### src/rtl/fft_pkg.sv
// Shared constants, complex sample type and bit-reversal helper for the 16-point FFT datapath.
package fft_pkg;

    localparam int FFT_N     = 16;
    localparam int FFT_LOG2N = 4;
    localparam int FFT_W     = 16;

    typedef struct packed {
        logic signed [FFT_W-1:0] re;
        logic signed [FFT_W-1:0] im;
    } cplx_t;

    function automatic logic [FFT_LOG2N-1:0] bitrev4(input logic [FFT_LOG2N-1:0] i);
        return {i[0], i[1], i[2], i[3]};
    endfunction

endpackage

### src/rtl/fft_frame_bank.sv
// One 16-bin complex frame store: parallel load of all bins, single combinational read port.
module fft_frame_bank
    import fft_pkg::*;
#(
    parameter int W = FFT_W
) (
    input  logic                 clk,
    input  logic                 load,
    input  logic [FFT_N*W-1:0]   re_flat,
    input  logic [FFT_N*W-1:0]   im_flat,
    input  logic [FFT_LOG2N-1:0] rd_idx,
    output logic [W-1:0]         rd_re,
    output logic [W-1:0]         rd_im
);

    logic [W-1:0] re_q [FFT_N];
    logic [W-1:0] im_q [FFT_N];

    // Data storage only; contents are meaningless until the owning full flag is set.
    always_ff @(posedge clk) begin
        if (load) begin
            for (int k = 0; k < FFT_N; k++) begin
                re_q[k] <= re_flat[k*W +: W];
                im_q[k] <= im_flat[k*W +: W];
            end
        end
    end

    assign rd_re = re_q[rd_idx];
    assign rd_im = im_q[rd_idx];

endmodule

### src/rtl/fft16_out_serializer.sv
// Ping-pong capture of a parallel 16-bin FFT frame, drained one bin per valid/ready beat.
// Define FFT16_SER_BITREV_EN to emit bins in bit-reversed order.
module fft16_out_serializer
    import fft_pkg::*;
#(
    parameter int W     = FFT_W,
    parameter int CNT_W = 16
) (
    input  logic                 clk,
    input  logic                 rst_n,
    input  logic                 in_valid,
    output logic                 in_ready,
    input  logic [FFT_N*W-1:0]   in_re_flat,
    input  logic [FFT_N*W-1:0]   in_im_flat,
    output logic                 out_valid,
    input  logic                 out_ready,
    output logic signed [W-1:0]  out_re,
    output logic signed [W-1:0]  out_im,
    output logic [FFT_LOG2N-1:0] out_idx,
    output logic                 out_last,
    output logic [CNT_W-1:0]     frame_cnt
);

    logic [1:0]           full_q, full_d;
    logic                 wr_bank_q, rd_bank_q;
    logic [FFT_LOG2N-1:0] cnt_q;
    logic [CNT_W-1:0]     frame_cnt_q;
    logic                 accept, beat, last_beat;
    logic [FFT_LOG2N-1:0] rd_idx;
    logic [W-1:0]         re0, im0, re1, im1;

    // in_ready depends only on registers, so no out_ready -> in_ready path exists.
    assign in_ready  = !full_q[wr_bank_q];
    assign out_valid = full_q[rd_bank_q];
    assign accept    = in_valid && in_ready;
    assign beat      = out_valid && out_ready;
    assign last_beat = beat && (cnt_q == 4'hf);
    assign frame_cnt = frame_cnt_q;

`ifdef FFT16_SER_BITREV_EN
    assign rd_idx = bitrev4(cnt_q);
`else
    assign rd_idx = cnt_q;
`endif

    fft_frame_bank #(.W(W)) u_bank0 (
        .clk     (clk),
        .load    (accept && !wr_bank_q),
        .re_flat (in_re_flat),
        .im_flat (in_im_flat),
        .rd_idx  (rd_idx),
        .rd_re   (re0),
        .rd_im   (im0)
    );

    fft_frame_bank #(.W(W)) u_bank1 (
        .clk     (clk),
        .load    (accept && wr_bank_q),
        .re_flat (in_re_flat),
        .im_flat (in_im_flat),
        .rd_idx  (rd_idx),
        .rd_re   (re1),
        .rd_im   (im1)
    );

    // Capture needs the write bank empty and the last beat needs the read bank full,
    // so on a shared edge they always touch different banks.
    always_comb begin
        full_d = full_q;
        if (last_beat) full_d[rd_bank_q] = 1'b0;
        if (accept)    full_d[wr_bank_q] = 1'b1;
    end

    always_ff @(posedge clk or negedge rst_n) begin
        if (!rst_n) begin
            full_q      <= 2'b00;
            wr_bank_q   <= 1'b0;
            rd_bank_q   <= 1'b0;
            cnt_q       <= '0;
            frame_cnt_q <= '0;
        end else begin
            full_q <= full_d;
            if (accept) wr_bank_q <= !wr_bank_q;
            if (beat)   cnt_q <= cnt_q + 4'd1;
            if (last_beat) begin
                rd_bank_q   <= !rd_bank_q;
                frame_cnt_q <= frame_cnt_q + CNT_W'(1);
            end
        end
    end

    always_comb begin
        out_re   = '0;
        out_im   = '0;
        out_idx  = '0;
        out_last = 1'b0;
        if (out_valid) begin
            out_re   = rd_bank_q ? re1 : re0;
            out_im   = rd_bank_q ? im1 : im0;
            out_idx  = rd_idx;
            out_last = (cnt_q == 4'hf);
        end
    end

endmodule

### config.mk
export PLATFORM = sky130hd
export DESIGN_NAME = fft16_out_serializer
export DESIGN_NICKNAME = d
export VERILOG_FILES = /design/src/rtl/fft_pkg.sv /design/src/rtl/fft_frame_bank.sv /design/src/rtl/fft16_out_serializer.sv
export SDC_FILE = /design/constraint.sdc
export NUM_CORES = 1
export LEC_CHECK = 0
export BUFFER_PORTS_ARGS = -buffer_cell sky130_fd_sc_hd__buf_4
export CORE_ASPECT_RATIO = 1.2
export CORE_UTILIZATION = 51
export CTS_CLUSTER_DIAMETER = 50
export DETAILED_ROUTE_END_ITERATION = 8
export GPL_TIMING_DRIVEN = 0
export PLACE_DENSITY = 0.76
export SLEW_MARGIN = 20
export SYNTH_ARGS = -nofsm -noshare
export SYNTH_HDL_FRONTEND = slang
export SYNTH_HIERARCHICAL = 1
export SYNTH_SLANG_ARGS = --single-unit
### constraint.sdc
create_clock -name clk -period 36.3 [get_ports clk]
set_clock_uncertainty 0.2 [all_clocks]
set_input_delay 7.26 -clock clk [delete_from_list [all_inputs] [get_ports clk]]
set_output_delay 7.26 -clock clk [all_outputs]
set_load 0.02 [all_outputs]
==> results.py <==
metrics = {
    "status": {
        "status": "finished clean",
    },
    "timing": {
        "rsz0062_at_grt": "false",
        "timing.slew.headroom_pct": 22.1,
        "drv_slew": 0,
        "clock.fmax_mhz": 88.6,
        "finalCritPeriodShare_pct": 31.1,
        "worst-slew-pin-transition_ps": 1170,
        "timing.final.hold_violations": 0,
        "finalWorstSetupSlack_ps": 25020,
        "final_min_period_ps": 11280,
        "timing.setup.tns_ps": 0,
        "timing.final.setup_violations": 0,
    },
    "detailed_routing": {
        "drc_errors": 0,
        "met3_wirelength_mm": 10.8,
        "drt-pass1-iter-count": 7,
        "route.detailed.wl_per_inst_um": 31.1,
        "sum_of_met2_wire_segment_lengths_after_detailed_routing_mm": 57.8,
        "drt.antenna.violating_nets": 0,
        "via_count": 21800,
        "route.top_layer_used": "met5",
        "drt-vias-per-instance": 6.00,
        "drtIter0Drc": 2433,
        "wl_met1_mm": 39.5,
        "wirelength_mm": 113,
    },
    "setup_path": {
        "critPathKind": "flip-flop to primary output",
        "r2r-start": "wr_bank_q$_DFFE_PN0P_",
        "timing.critical_path.from": "cnt_q[1]$_DFFE_PN0P_",
        "critical_path_fanout_max": 10,
        "worst-endpoint-required_ps": 28840,
        "cp_data_arrival_time_ps": 3820,
        "crit_path_start_kind": "flip-flop",
        "end_kind": "primary output",
    },
    "synth": {
        "synth.distinct_cells": 33,
        "ys_seq_elements": 1048,
        "yosysWarnings": 6,
        "synth_commonest_cells": "1024 x edfxtp_1, 256 x mux4_2, 128 x a22oi_1",
        "synth.area.top_cells": "edfxtp_1 77%, mux4_2 14%, a22oi_1 2.4%",
        "synth_seq_area_share_pct": 78.8,
        "synth_flop_cell": "edfxtp_1",
        "yosys.cell_count.top_type": "edfxtp_1",
        "mappedNetlistArea_sq_um": 39800,
        "synthesized_nets": 2250,
        "synth-async-reset-ratio_pct": 2.29,
        "syn_avg_cell_area_sq_um": 23.0,
        "library_cell_with_the_largest_summed_area_after_synthesis": "edfxtp_1",
        "post-synth-top-area-fraction_pct": 77.3,
        "post_synth_edffs": 1024,
        "postSynthCellCount": 1732,
    },
    "clocking": {
        "count_of_instances_resized_after_the_clock_tree_is_built": 0,
        "ctsLongestPathBuffers": 3,
        "clock-root-buffer": "clkbuf_16",
        "htreeDepth": 3,
        "cts_hold_buffers": 0,
        "cts.reportedPaths.clkPinSlew_ps": 60,
        "clock-sinks": 1048,
        "tritoncts": "done",
        "tritoncts.num_buffers": 108,
        "clock_latency_ps": 670,
        "post_cts.repair.setup_buffers": 0,
    },
    "floorplanning": {
        "start_util_pct": 51.8,
        "die_h_um": 308,
        "die_w_um": 257,
        "io_pins": 571,
        "core_region_area_sq_um": 76800,
        "rows": 111,
        "design.die.area_sq_um": 79100,
    },
    "final_layout": {
        "layout.filler_cells": 4932,
        "layout.nets": 3004,
        "area_growth_pct": 25.6,
        "final_cell_area_sq_um": 50000,
        "multi_input_area_sq_um": 7970,
        "drive_above_1_share_pct": 43.4,
        "register_area_sq_um": 31400,
    },
    "placement": {
        "hpwl_mm": 80.5,
        "post_place_instance_area_sq_um": 46300,
        "gp_congestion": 0.827,
        "placement.io_buffers": 570,
        "pre_cts_slack_ps": 25720,
    },
    "power_and_ir_drop": {
        "cellLeakagePower_uw": 0.0174,
        "vdd_drop_max_v": 0.0000452,
        "pwr_density_cell_nw_per_um2": 78.6,
    },
    "grt": {
        "global_route.usage.total_pct": 28.6,
        "first_pass_grt_wire_length_mm": 158,
        "first_global_vias": 23400,
        "grt_max_degree": 25,
        "number_of_antenna_violations_at_the_first_check_in_global_routing": 45,
        "gr-total-overflow": 0,
    },
    "hold_path": {
        "min_delay_path_class": "flip-flop to flip-flop",
        "hold_path.startpoint": "frame_cnt[15]$_DFFE_PN0N_",
    },
    "job": {
        "timing.max_cap.violations": 0,
    },
}
[state kept, by name, summed over array words and instances, names as in the netlist]
signal,count
cnt_q,4
frame_cnt,16
full_q,2
rd_bank_q,1
u_bank0/re_q,256
u_bank1/re_q,256
u_bank0/im_q,256
u_bank1/im_q,256
wr_bank_q,1
[routing by layer]
metal,global-route usage [%],vias to the layer above
met3,6.95,261
met2,47.9,1369
met5,0,-
met1,34.7,11200
met4,14.5,24
li1,-,8922
[kinds of logic (layout without fill, tap and decap cells)]
logic type,count (synthesis),count (layout),synth area share [%]
simple gates,144,144,1.59
flops,1048,1048,78.8
other cells,0,33,0
mux,292,292,15.4
xor+xnor,19,19,0.418
fa+ha+maj,2,2,0.0629
buf+inv,96,942,1.23
compound gates,131,131,2.47
[power breakdown]
part | internal, uW | leakage [uW] | switching [uW]
Combinational | 539 | 0.00604 | 771
Clock | 637 | 0.00176 | 463
Sequential | 1470 | 0.00958 | 40.4
[cells in the final DEF (no fill, tap or decap), drive strengths merged, types with 4 or more instances in the layout]
cell type  count
edfxtp      1024
diode         33
inv           14
nor2b          4
nor2          36
nor3           4
nand3          5
dfrtp         24
nand2         73
a22oi        128
and2           6
xnor2         18
buf          700
clkbuf       161
clkinvlp       5
mux2i         34
clkinv        52
bufinv        10
nand4          9
mux4         256
[final timing paths]
| check | slack [ps] | to | depth (start not counted) |
|---|---|---|---|
| max | 25020 | out_re[13] | 8 |
| min | 300 | frame_cnt[15]$_DFFE_PN0N_ | 1 |
| max reg2reg | 32660 | u_bank1/im_q[3][14]$_DFFE_PP_ | 11 |
| min reg2reg | 300 | frame_cnt[15]$_DFFE_PN0N_ | 1 |
| max in group asynchronous | 29370 | frame_cnt[2]$_DFFE_PN0N_ | 1 |
| min in group asynchronous | 6280 | full_q[0]$_DFF_PN0_ | 1 |
[final cells by class]
type,count,area share (%)
plain buffers,93,0.967
diodes,33,0.165
clock buffers,124,5.70
multi-input cells,588,16.0
flip-flops and latches,1048,62.7
repair buffers,644,10.5
well taps,1017,2.55
clock inverters,78,1.45
inverters,3,0.0225
[worst max-delay path, cell delays in order (launching register included)]
cell and delay (ps):
dfrtp_1 500, clkbuf_1 860, buf_2 560, mux4_2 390, a22oi_1 250, nand2_1 100
mux2i_1 190, nor2_1 80, buf_4 210
[metrics by stage]
stage / utilization [%] / hold WS [ps] / total power, uW / instances
CTS: 65.0 / 302 / 3940 / 3595
global route: 65.1 / 333 / 4050 / 3628
detailed placement: 60.3 / 287 / 2840 / 3393
floorplan: - / 350 / 2390 / 1732
global placement: 59.0 / 266 / 2920 / 3319
finish: 65.1 / 297 / 3930 / 3628
Power figures use the tool's default switching activity.
